## src/rtl/hc595_pkg.sv

```systemverilog
// Shared constants and the segment decode helper for the 74HC595 receive monitor.
package hc595_pkg;

    localparam int FRAME_BITS = 16;

    // Field positions inside the 16-bit latched word {marker, seg[6:0], sel[7:0]}
    localparam int MARKER_BIT = 15;
    localparam int SEG_MSB    = 14;
    localparam int SEG_LSB    = 8;
    localparam int SEL_MSB    = 7;
    localparam int SEL_LSB    = 0;

    // Active-low {g,f,e,d,c,b,a} patterns; entry n is the glyph for nibble n
    localparam logic [15:0][6:0] SEG_LUT = {
        7'h0E, 7'h06, 7'h21, 7'h46, 7'h03, 7'h08, 7'h10, 7'h00,
        7'h78, 7'h02, 7'h12, 7'h19, 7'h30, 7'h24, 7'h79, 7'h40
    };

    // Returns {hit, nibble}; hit=0 means the pattern is not a hex glyph
    function automatic logic [4:0] seg_to_nibble(input logic [6:0] seg);
        logic [4:0] r;
        r = '0;
        for (int i = 0; i < 16; i++) begin
            if (seg == SEG_LUT[i]) r = {1'b1, 4'(i)};
        end
        return r;
    endfunction

endpackage

```

## src/rtl/hc595_edge_sync.sv

```systemverilog
// Multi-flop synchronizer for one asynchronous link line plus a rising-edge flag.
module hc595_edge_sync #(
    parameter int STAGES = 2
) (
    input  logic i_clk,
    input  logic i_rst,
    input  logic i_d,
    output logic o_sync,
    output logic o_rise
);

    logic [STAGES-1:0] r_sync;
    logic              r_prev;

    // Shift the line through the sync chain and keep last synced value for edge detect
    always_ff @(posedge i_clk) begin
        if (i_rst) begin
            r_sync <= '0;
            r_prev <= 1'b0;
        end else begin
            r_sync <= {r_sync[STAGES-2:0], i_d};
            r_prev <= r_sync[STAGES-1];
        end
    end

    assign o_sync = r_sync[STAGES-1];
    assign o_rise = r_sync[STAGES-1] & ~r_prev;

endmodule

```

## src/rtl/hc595_rx_monitor.sv

```systemverilog
// Rebuilds 74HC595 frames from the serial link and decodes them into a display image.
module hc595_rx_monitor #(
    parameter int SYNC_STAGES = 2,
    parameter int FRAME_BITS  = 16,
    parameter int DIGITS      = 8
) (
    input  logic                  Clk,
    input  logic                  Rst,
    input  logic                  SH_CP,
    input  logic                  ST_CP,
    input  logic                  DS,
    output logic [15:0]           frame_word,
    output logic                  frame_valid,
    output logic [4*DIGITS-1:0]   disp_data,
    output logic                  scan_done,
    output logic                  frame_err,
    output logic [7:0]            err_count
);

    import hc595_pkg::*;

    localparam int IDXW = $clog2(DIGITS);

    logic w_sh_rise, w_st_rise, w_ds_sync;
    logic w_sh_sync_unused, w_st_sync_unused, w_ds_rise_unused;

    hc595_edge_sync #(.STAGES(SYNC_STAGES)) u_sync_sh (
        .i_clk(Clk), .i_rst(Rst), .i_d(SH_CP), .o_sync(w_sh_sync_unused), .o_rise(w_sh_rise)
    );
    hc595_edge_sync #(.STAGES(SYNC_STAGES)) u_sync_st (
        .i_clk(Clk), .i_rst(Rst), .i_d(ST_CP), .o_sync(w_st_sync_unused), .o_rise(w_st_rise)
    );
    hc595_edge_sync #(.STAGES(SYNC_STAGES)) u_sync_ds (
        .i_clk(Clk), .i_rst(Rst), .i_d(DS), .o_sync(w_ds_sync), .o_rise(w_ds_rise_unused)
    );

    logic [15:0] r_shreg;
    logic [4:0]  r_bit_cnt;
    logic [4:0]  r_lat_cnt;   // bit count captured with the latched word
    logic [15:0] r_frame_word;
    logic        r_frame_valid;

    // Shift/latch stage: latch sees the pre-shift register when both edges coincide
    always_ff @(posedge Clk) begin
        if (Rst) begin
            r_shreg       <= '0;
            r_bit_cnt     <= '0;
            r_lat_cnt     <= '0;
            r_frame_word  <= '0;
            r_frame_valid <= 1'b0;
        end else begin
            r_frame_valid <= 1'b0;
            if (w_sh_rise) r_shreg <= {r_shreg[14:0], w_ds_sync};
            if (w_st_rise) begin
                r_frame_word  <= r_shreg;
                r_lat_cnt     <= r_bit_cnt;
                r_frame_valid <= 1'b1;
                r_bit_cnt     <= w_sh_rise ? 5'd1 : 5'd0;
            end else if (w_sh_rise && r_bit_cnt != 5'd31) begin
                r_bit_cnt <= r_bit_cnt + 5'd1;
            end
        end
    end

    logic              w_marker;
    logic [6:0]        w_seg;
    logic [DIGITS-1:0] w_sel;
    logic [4:0]        w_lut;
    logic              w_onehot;
    logic              w_reject;
    logic [IDXW-1:0]   w_idx;
    logic [DIGITS-1:0] w_mask_nxt;
    logic [DIGITS-1:0] r_mask;

    assign w_marker = r_frame_word[MARKER_BIT];
    assign w_seg    = r_frame_word[SEG_MSB:SEG_LSB];
    assign w_sel    = r_frame_word[SEL_MSB:SEL_LSB];
    assign w_lut    = seg_to_nibble(w_seg);
    assign w_onehot = (w_sel != '0) && ((w_sel & (w_sel - DIGITS'(1))) == '0);
    assign w_reject = !w_marker || (r_lat_cnt != 5'(FRAME_BITS)) || !w_onehot || !w_lut[4];

    // Digit index from the one-hot select; only meaningful when w_onehot holds
    always_comb begin
        w_idx = '0;
        for (int i = 0; i < DIGITS; i++) begin
            if (w_sel[i]) w_idx = IDXW'(i);
        end
        w_mask_nxt = r_mask | (DIGITS'(1) << w_idx);
    end

    logic [4*DIGITS-1:0] r_disp_data;
    logic                r_scan_done;
    logic                r_frame_err;
    logic [7:0]          r_err_count;

    // Decode stage: update the display image or count the rejected frame
    always_ff @(posedge Clk) begin
        if (Rst) begin
            r_disp_data <= '0;
            r_mask      <= '0;
            r_scan_done <= 1'b0;
            r_frame_err <= 1'b0;
            r_err_count <= '0;
        end else begin
            r_scan_done <= 1'b0;
            r_frame_err <= 1'b0;
            if (r_frame_valid) begin
                if (w_reject) begin
                    r_frame_err <= 1'b1;
                    if (r_err_count != 8'hFF) r_err_count <= r_err_count + 8'd1;
                end else begin
                    r_disp_data[4*w_idx +: 4] <= w_lut[3:0];
                    if (&w_mask_nxt) begin
                        r_scan_done <= 1'b1;
                        r_mask      <= '0;
                    end else begin
                        r_mask <= w_mask_nxt;
                    end
                end
            end
        end
    end

    assign frame_word  = r_frame_word;
    assign frame_valid = r_frame_valid;
    assign disp_data   = r_disp_data;
    assign scan_done   = r_scan_done;
    assign frame_err   = r_frame_err;
    assign err_count   = r_err_count;

endmodule

```

## config.mk

```make
export PLATFORM = sky130hd
export DESIGN_NAME = hc595_rx_monitor
export DESIGN_NICKNAME = d
export VERILOG_FILES = /design/src/rtl/hc595_pkg.sv /design/src/rtl/hc595_edge_sync.sv /design/src/rtl/hc595_rx_monitor.sv
export SDC_FILE = /design/constraint.sdc
export NUM_CORES = 1
export LEC_CHECK = 0
export ABC_AREA = 0
export CORE_MARGIN = 1
export CORE_UTILIZATION = 40
export CTS_CLUSTER_DIAMETER = 120
export CTS_CLUSTER_SIZE = 12
export DETAILED_ROUTE_END_ITERATION = 16
export SYNTH_ARGS = -nofsm -noshare
export SYNTH_HDL_FRONTEND = slang
export SYNTH_SLANG_ARGS = --single-unit
```

## constraint.sdc

```tcl
create_clock -name Clk -period 5.91 [get_ports Clk]
set_input_delay 0.8865 -clock Clk [delete_from_list [all_inputs] [get_ports Clk]]
set_output_delay 0.8865 -clock Clk [all_outputs]
set_load 0.03 [all_outputs]
```

### Yosys cells after proc, flatten, opt, wreduce, memory -nomap -nowiden

Cells that the tools add are included.

| storage, ports and cells | value |
|---|---|
| bits in registers | 101 |
| output and inout port bits | 59 |
| logic and storage cells | 96 |

| operators by class | value |
|---|---|
| add/subtract/negate cells | 4 |
| equal/unequal tests | 18 |
| shifts and indexed selects | 3 |
| mux-type cells | 31 |
| bitwise operators | 8 |
| reduce and logical (&&, ||, !) cells | 17 |

Operators with widths:

| operator | count |
|---|---|
| $mux W5 | 18 |
| $neg A5 Y34 | 1 |
| $shift A4 B34 Y32 const A | 1 |
| $shiftx A4 B34 Y32 | 1 |
| $bwmux W32 | 1 |
| $eq A7 B7 Y1 const B | 4 |
| $eq A7 B5 Y1 const B | 3 |
| $eq A7 B6 Y1 const B | 3 |
| $mux W3 | 6 |
| $eq A7 B2 Y1 const B | 2 |
| $eq A7 B4 Y1 const B | 2 |
| $ne A5 B5 Y1 const B | 2 |
| $add A8 B1 Y8 const B | 1 |
| $and A8 B8 Y8 | 1 |
| $logic_not A8 Y1 | 1 |
| $mux W8 | 1 |
| $ne A8 B8 Y1 const B | 1 |
| $or A8 B8 Y8 | 1 |
| $reduce_and A8 Y1 | 1 |
| $reduce_bool A8 Y1 | 1 |
| $shl A1 B3 Y8 const A | 1 |
| $sub A8 B1 Y8 const B | 1 |
| $eq A7 B3 Y1 const B | 1 |
| $logic_not A7 Y1 | 1 |
| other kinds (12) | 25 |

### Depth between registers and ports, before layout

| logic depth | value |
|---|---|
| depth after elaboration | 21 |
| gate-level depth with buffers | 14 |
| gate-level depth less buffers | 11 |

### Modules after synthesis

Synthesis repeated with hierarchy kept, for this count alone.

| unflattened totals | value |
|---|---|
| cells, all modules | 483 |
| area, all modules | 4,530.6 um^2 |

By module, submodules not included:

| module | instances | cells an instance | area an instance (um^2) |
|---|---|---|---|
| hc595_rx_monitor | 1 | 462 | 4,267.8 |
| hc595_edge_sync | 3 | 7 | 87.6 |

### Worst setup path before layout

OpenSTA, ideal clock, no wires.

| path | value |
|---|---|
| kind | register -> register |
| start point | reg r_frame_word[1], in the netlist frame_word[1] |
| end point | reg r_disp_data[0], in the netlist disp_data[0] |
| data arrival time | 3,106 ps |
| data required time | 5,819 ps |
| path slack | 2,714 ps |
| stages on the path, launching flop included | 15 |
| buffers on the path | 3 |
| period minus slack after synthesis | 3,196 ps |
| cells stage by stage | dfxtp_1 > nor2b_1 > o21bai_1 > a21oi_1 > or2_2 > clkbuf_1 > clkbuf_1 > inv_1 > ha_1 > ha_1 > nor3b_1 > and4_1 > clkbuf_1 > a21oi_1 > a311oi_1 |

| between the ends | value |
|---|---|
| cells in the longest elaborated chain, start to end | 10 |
| elaborated cells between the ends (all ways) | 21 |
| classes of those cells | add/sub (2); shift (2); mux (8); bitwise (2); reduce/logical (7) |

RTL lines:

| what | RTL line | text |
|---|---|---|
| start, declared | hc595_rx_monitor.sv:40 | `logic [15:0] r_frame_word;` |
| start signal, assigned | hc595_rx_monitor.sv:55 | `r_frame_word <= r_shreg;` |
| $mux W1 | hc595_rx_monitor.sv:86 | `if (w_sel[i]) w_idx = IDXW'(i);` |
| $mux W3 (6 in series) | hc595_rx_monitor.sv:86 |  |
| $neg A5 Y34 | hc595_rx_monitor.sv:112 | `r_disp_data[4*w_idx +: 4] <= w_lut[3:0];` |
| $shiftx A4 B34 Y32 / $shift A4 B34 Y32 (equally long branches) | hc595_rx_monitor.sv:112 |  |
| $bwmux W32 | hc595_rx_monitor.sv:112 |  |
| end signal, assigned by index | hc595_rx_monitor.sv:112 |  |
| end, declared | hc595_rx_monitor.sv:91 | `logic [4*DIGITS-1:0] r_disp_data;` |

Parallel ways exist; a longest one is shown, timed or not.
A chain may end at the register's enable or synchronous reset.

### Worst setup path after layout

| path | value |
|---|---|
| start point | reg r_frame_word[9], in the netlist frame_word[9] |
| end point | reg r_disp_data[18], in the netlist disp_data[18] |

| between the ends | value |
|---|---|
| cells in the longest elaborated chain, start to end | 21 |
| elaborated cells between the ends (all ways) | 38 |
| classes of those cells | eq/ne (15); shift (1); mux (17); bitwise (1); reduce/logical (4) |

RTL lines:

| what | RTL line | text |
|---|---|---|
| $eq A7 B7 Y1 | hc595_pkg.sv:24 | `if (seg == SEG_LUT[i]) r = {1'b1, 4'(i)};` |
| $mux W5 (15 in series) | hc595_pkg.sv:24 |  |
| $mux W5 (*) | hc595_pkg.sv:24 |  |
| parallel branches: the longest is 4 deep, another holds $shiftx A4 B34 Y32 | -- |  |

Mark *: on every way between the ends.

==> impl_metrics.yaml <==
power:
  power.density_mw_per_mm2: 218
  power.switching_uw: 270
  power.leakage_nw: 2.01
  p_comb_share_pct: 3.2
  vdd_drop_max_uv: 120
  p_int_uw: 893
  clkPwrFrac_pct: 37.7
  power.share.switching_pct: 23.2
  seq_power_share_pct: 59.0
routing:
  drtIter0Drc: 164
  routed_wl_um: 10300
  wl_per_cell_um: 15.2
  ant_nets: 0
  dr.pass1.iters: 4
  drc_errors: 0
  post_drt_via_cell_ratio: 5.39
  vias: 3670
setup_path:
  cp.arrival_ns: 3.54
  endpoint_kind: "flip-flop"
  crit_chain: "nor2b_1 -> a31oi_1 -> o41a_1 -> a221oi_4 -> nand3_1 -> mux2i_1"
  cp_data_required_time_ns: 6.21
  r2r_slack_ns: 2.67
  crit_buf_inv: 0
  max_stage_delay_ns: 0.96
  path_delay_family: "compound AO/OA/AOI/OAI gates"
  critical_path_peak_fanout: 26
  path_class: "flip-flop to flip-flop"
  worst_setup_path_start_kind: "flip-flop"
  cp_slowest_cell: "a221oi_4"
yosys:
  synthMuxAreaShare_pct: 6.67
  synth_area_mm2: 0.00447
  yosysWarnings: 0
  ys_seq_area_share_pct: 45.3
  synth_edf_count: 0
  netlist_instances: 492
  synth_fp_nets: 506
  synth-seq-cells: 101
  async_reset_ff_share_pct: 0
  syn_avg_cell_area_um2: 9.08
  synth_fa_ha_area_share_pct: 2.52
  synth_compound_area_share_pct: 18.9
  synth_flop_cell: "dfxtp_1"
  yosysUniqueCellTypes: 61
  synth_top_family_by_area: "simple AND/OR/NAND/NOR gates"
  synth-simple-area-share_pct: 20.8
  synth_xor_area_share_pct: 0.981
timing:
  finalSetupViolCount: 0
  rsz0062_at_grt: "false"
  min_period_ns: 3.24
  timing.hold.ws_ns: 0.450
  hold_violations: 0
  slew_violations: 0
  tightest_slew_ns: 1.24
  skew_ns: 0.00900
  max_slew_margin_pct: 17.1
  period_share_pct: 54.8
  max_freq_mhz: 309
  fin_tns_setup_ns: 0
clocking:
  cts_sinks: 101
  cts_root_buf: "clkbuf_8"
  hold_buffers: 0
  post_cts_resized: 0
  numCtsBuffers: 9
  clockBufferDepth: 2
  clk_latency_ns: 0.37
  h-tree-depth: 3
  post-cts-setup-buffer-count: 0
  clk_pin_slew_worst_paths_ns: 0.10
  cts_tree: "built"
global_routing:
  grt_remaining_overflow: 0
  grt_max_degree: 54
  grt_pass1_wl_um: 17000
  grt_usage_pct: 18.7
  grt_pass1_vias: 3444
  antenna_found_initial: 0
finish:
  diodes: 0
  syn_to_final_growth_pct: 19.4
  finish.utilization_pct: 49.2
  drive_above_1_share_pct: 6.65
  fin_nets: 550
place:
  dpl.hpwl_um: 7160
  place_congestion: 0.808
  io_buffer_count: 63
hold_path:
  hold_path_class: "flip-flop to flip-flop"
run:
  drv_cap: 0
floorplan:
  io_pins: 64
  num_rows: 38
  fp.dieW_um: 108
  start_util_pct: 41.2
  die-area_mm2: 0.0116
  core-area_mm2: 0.0108
  die_y_um: 108
run_status:
  status: "finished clean"
## final timing paths
check	to	from	cells after the start
setup / recovery	disp_data[18]	frame_word[9]	6
hold / removal	u_sync_sh.r_sync[1]	u_sync_sh.r_sync[0]	1
setup reg to reg	disp_data[18]	frame_word[9]	6
hold reg to reg	u_sync_sh.r_sync[1]	u_sync_sh.r_sync[0]	1
## Yosys cell counts (7+ instances only)
master / instances / area share (%)
o21ai_0: 9 / 1.0
dfxtp_1: 101 / 45
nor2b_1: 23 / 3.2
nand2_1: 74 / 6.2
a41o_1: 9 / 2.0
buf_2: 10 / 1.1
mux2i_1: 23 / 5.2
a22o_1: 17 / 3.3
inv_1: 18 / 1.5
clkbuf_1: 19 / 1.6
nor3b_1: 7 / 1.2
ha_1: 9 / 2.5
nor2_1: 28 / 2.4
nand3_1: 12 / 1.3
a21oi_1: 39 / 4.4
## flip-flops by register name, summed over array words and instances, names as in the netlist, 2 cells and up
register          count
r_shreg              16
u_sync_ds.r_sync      2
u_sync_st.r_sync      2
r_lat_cnt             5
r_mask                8
u_sync_sh.r_sync      2
disp_data            32
err_count             8
frame_word           16
r_bit_cnt             5
## layout by cell type, fill, tap and decap left out, types with 3 or more instances in the layout
cell and instances:
dfxtp_1 101, nand2_1 74, clkdlybuf4s50_1 62, a21oi_1 39
nor2_1 28, mux2i_1 23, nor2b_1 22, inv_1 18
a22o_1 17, nand3_1 12, o21ai_0 9, a41o_1 9
ha_1 9, clkbuf_8 9, nor3b_1 7, nor3_1 6
a31oi_1 6, mux2_2 6, nand2b_1 5, nor4b_1 5
and3_1 4, xor2_1 4, a311oi_1 3
## power groups by stage
stage / Clock (mW) / Sequential (mW) / Combinational (mW)
final: 0.439 / 0.686 / 0.0375
after global routing: 0.482 / 0.687 / 0.0412
after CTS: 0.451 / 0.686 / 0.0378
after detailed placement: 0 / 0.702 / 0.0375
after global placement: 0 / 0.702 / 0.0376
after floorplan: 0 / 0.703 / 0.0244
## layout make-up
type / count / area, um^2
flip-flops and latches: 101 / 2020
repair buffers: 65 / 641
clock inverters: 5 / 58.8
clock buffers: 11 / 131
fillers: 1052 / 5510
inverters: 19 / 71.3
well taps: 140 / 175
multi-input cells: 340 / 2230
## cell families (layout without fill, tap and decap cells)
logic type | count (synthesis) | in the layout
adder cells (fa/ha/maj) | 9 | 9
flip-flops | 101 | 101
buffers and inverters | 51 | 100
multiplexers | 29 | 29
XOR/XNOR | 5 | 5
AND/OR/NAND/NOR | 182 | 182
AO/OA/AOI/OAI | 115 | 115
## per-layer routing
metal	GRT usage (%)	share of wire [%]	vias to the layer above
li1	-	-	1842
met1	24.5	47	1757
met2	30.6	48	60
met3	3.75	3.2	11
met4	6.26	1.3	0
met5	0	0	-
## through the flow
step | power (mW) | setup WS, ns | std cells | cell area, um^2
2_1_floorplan | 0.728 | 2.71 | 492 | 4470
3_3_place_gp | 0.740 | 2.86 | 665 | 5140
3_5_place_dp | 0.740 | 2.70 | 665 | 5140
4_1_cts | 1.18 | 2.67 | 681 | 5330
5_1_grt | 1.21 | 2.30 | 681 | 5330
6_report | 1.16 | 2.67 | 681 | 5330
## worst register-to-register path, cell delays in order, from the launching register on
cell and delay (ns):
dfxtp_1 0.59, nor2b_1 0.27, a31oi_1 0.13, o41a_1 0.45, a221oi_4 0.96, nand3_1 0.49
mux2i_1 0.28
(Power assumes the default switching activity.)
==> RTL change, RTL diff (config.mk and constraints unchanged) <==
Set the parameter `SYNC_STAGES` to 4 (it was 2).
--- a/src/rtl/hc595_rx_monitor.sv
+++ b/src/rtl/hc595_rx_monitor.sv
@@ -1,5 +1,5 @@
 // Rebuilds 74HC595 frames from the serial link and decodes them into a display image.
 module hc595_rx_monitor #(
-    parameter int SYNC_STAGES = 2,
+    parameter int SYNC_STAGES = 4,
     parameter int FRAME_BITS  = 16,
     parameter int DIGITS      = 8
Check against the original RTL: not equivalent (a bounded check fails within 4 cycles, from zero or initial values and one cycle with Rst high).
==> RTL change against the unedited design <==
Clock power rose by 50%. Global-route usage fell by 0.28 points. Via count rose by 2.8%. Synthesized cell count rose by 3.3%. Setup slack got worse by 3.9 ps. Sequential power rose by 5.7%. Synthesized area rose by 5.0%. Cell area rose by 6.8%. Die area rose by 4.9%. Routed wire length rose by 2.4%. Power rose by 21%. Sequential cell count rose by 6. Maximum frequency fell by 0.12%. Cell count rose by 3.2%. Critical endpoint is now r_mask[3].
==> RTL change: results (changes against the unedited design) <==
Worst setup path
  • Worst-path fanout max: 10 (was 26)
  • Reg2reg start: frame_word[5] (was frame_word[9])
  • Slowest CP cell: dfxtp_1 (was a221oi_4)
  • Beginning of the critical path: frame_word[5] (was frame_word[9])
  • WP data arrival: 3470 ps (was 3540 ps)

Clocking
  • CTS root buf: clkbuf_16 (was clkbuf_8)
  • Clock transition at the registers of the reported paths: 70 ps (was 100 ps)
  • Clock Latency Late Sink: 350 ps (was 370 ps)

Worst hold path
  • Hold Crit Start: u_sync_sh.r_sync[1] (was u_sync_sh.r_sync[0])

Routing
  • DR WL/cell: 15.0 microns (was 15.2 microns)
  • Total number of vias: 3774 (was 3670)

STA
  • Worst Skew: 4.86 ps (was 9.00 ps)
  • Worst-Margin Slew: 1010 ps (was 1240 ps)

Synthesis
  • Number of distinct library cells after synthesis: 63 (was 61)
  • Syn nets: 522 (was 506)
  • Post-synthesis xor/xnor area fraction: 0.747% (was 0.981%)
  • Mux contribution to synthesized area: 6.91% (was 6.67%)
  • Most frequent cells after synthesis: dfxtp_1, nand2_1, nor2_1 (was dfxtp_1, nand2_1, a21oi_1)
  • Synth Area in Adders: 2.40% (was 2.52%)
  • Register area share after synthesis: 45.7% (was 45.3%)

Place
  • RD Place Congestion: 0.873 (was 0.808)
  • Hpwl dp: 7600 microns (was 7160 microns)

Global routing
  • GRT Total Usage: 18.4% (was 18.7%)
  • Vias in the first global route: 3391 (was 3444)
  • First-pass GRT wire length: 17000 microns (about the same)
  • Largest net degree at the start of global routing: 52 (was 54)

Power and ir drop
  • Maximum VDD drop: 0.167 mV (was 0.120 mV)
  • Leakage power figure: 2.17 nW (was 2.01 nW)

Final layout
  • Share of post-route cells with drive strength above 1: 7.50% (was 6.65%)
  • Post-layout net count: 570 (was 550)

Outcome
  • Status: finished clean (unchanged)
-- RTL change: cell types whose count changed after synthesis, moves of 5 or more --
cell and delta:
buf_2 -6, dfxtp_1 +6, a41oi_1 +5, a41o_1 -9
inv_1 -9, a21oi_1 -9, mux2i_1 +6, nand2_1 +11
nand3_1 +8, o21ai_0 +5
-- RTL change: final cells by class --
class | instances | area [sq um]
clock buffers | 12 | 267
clock inverters | 3 | 68.8
fillers | 1106 | 5730
inverters | 9 | 33.8
multi-input cells | 363 | 2350
flip-flops and latches | 107 | 2140
well taps | 143 | 179
repair buffers | 66 | 648
-- RTL change: routing by layer --
metal	vias to the layer above	global-route usage, %	routed length [microns]	share of wire (%)
met5	-	0	0	0
met4	0	8.08	178	1.7
met3	12	4.47	435	4.1
met1	1776	23.2	4840	46
met2	67	29.9	5120	48
li1	1919	-	-	-
-- RTL change: worst reg2reg max path, stage by stage (launching register included) --
cell and delay (ps):
dfxtp_1 510, inv_1 100, a221oi_1 470, nor2_1 280, inv_1 200, ha_1 240
o22ai_1 100, o32a_1 300, or4_4 440, o31ai_4 390, nor2_1 90
-- RTL change: worst paths after layout --
check	to	slack (ps)	cells past startpoint
worst min-delay path	u_sync_sh.r_sync[2]	440	1
worst max-delay path	r_mask[3]	2670	10
worst min register to register	u_sync_sh.r_sync[2]	440	1
worst max register to register	r_mask[3]	2670	10
-- RTL change: where the power goes --
group | leakage [nW] | internal, W | switching [W]
clock | 0.165 | 0.000405 | 0.000255
combinational | 1.14 | 0.00000734 | 0.0000175
sequential | 0.863 | 0.000724 | 0.00000118
total | 2.17 | 0.00114 | 0.000273
-- RTL change: cells by family after synthesis --
| group | Yosys count |
|---|---|
| flops | 107 |
| fa+ha+maj | 9 |
| buf+inv | 38 |
| xor+xnor | 4 |
| mux | 32 |
| simple gates | 210 |
| compound gates | 108 |
-- RTL change: metrics by stage --
step	instances	instance area, sq um	hold slack [ps]	setup slack, ps
floorplan	508	4690	414	2870
global placement	688	5360	417	2820
detailed placement	688	5360	420	2650
CTS	703	5690	437	2640
global route	703	5690	450	2330
finish	703	5690	436	2670
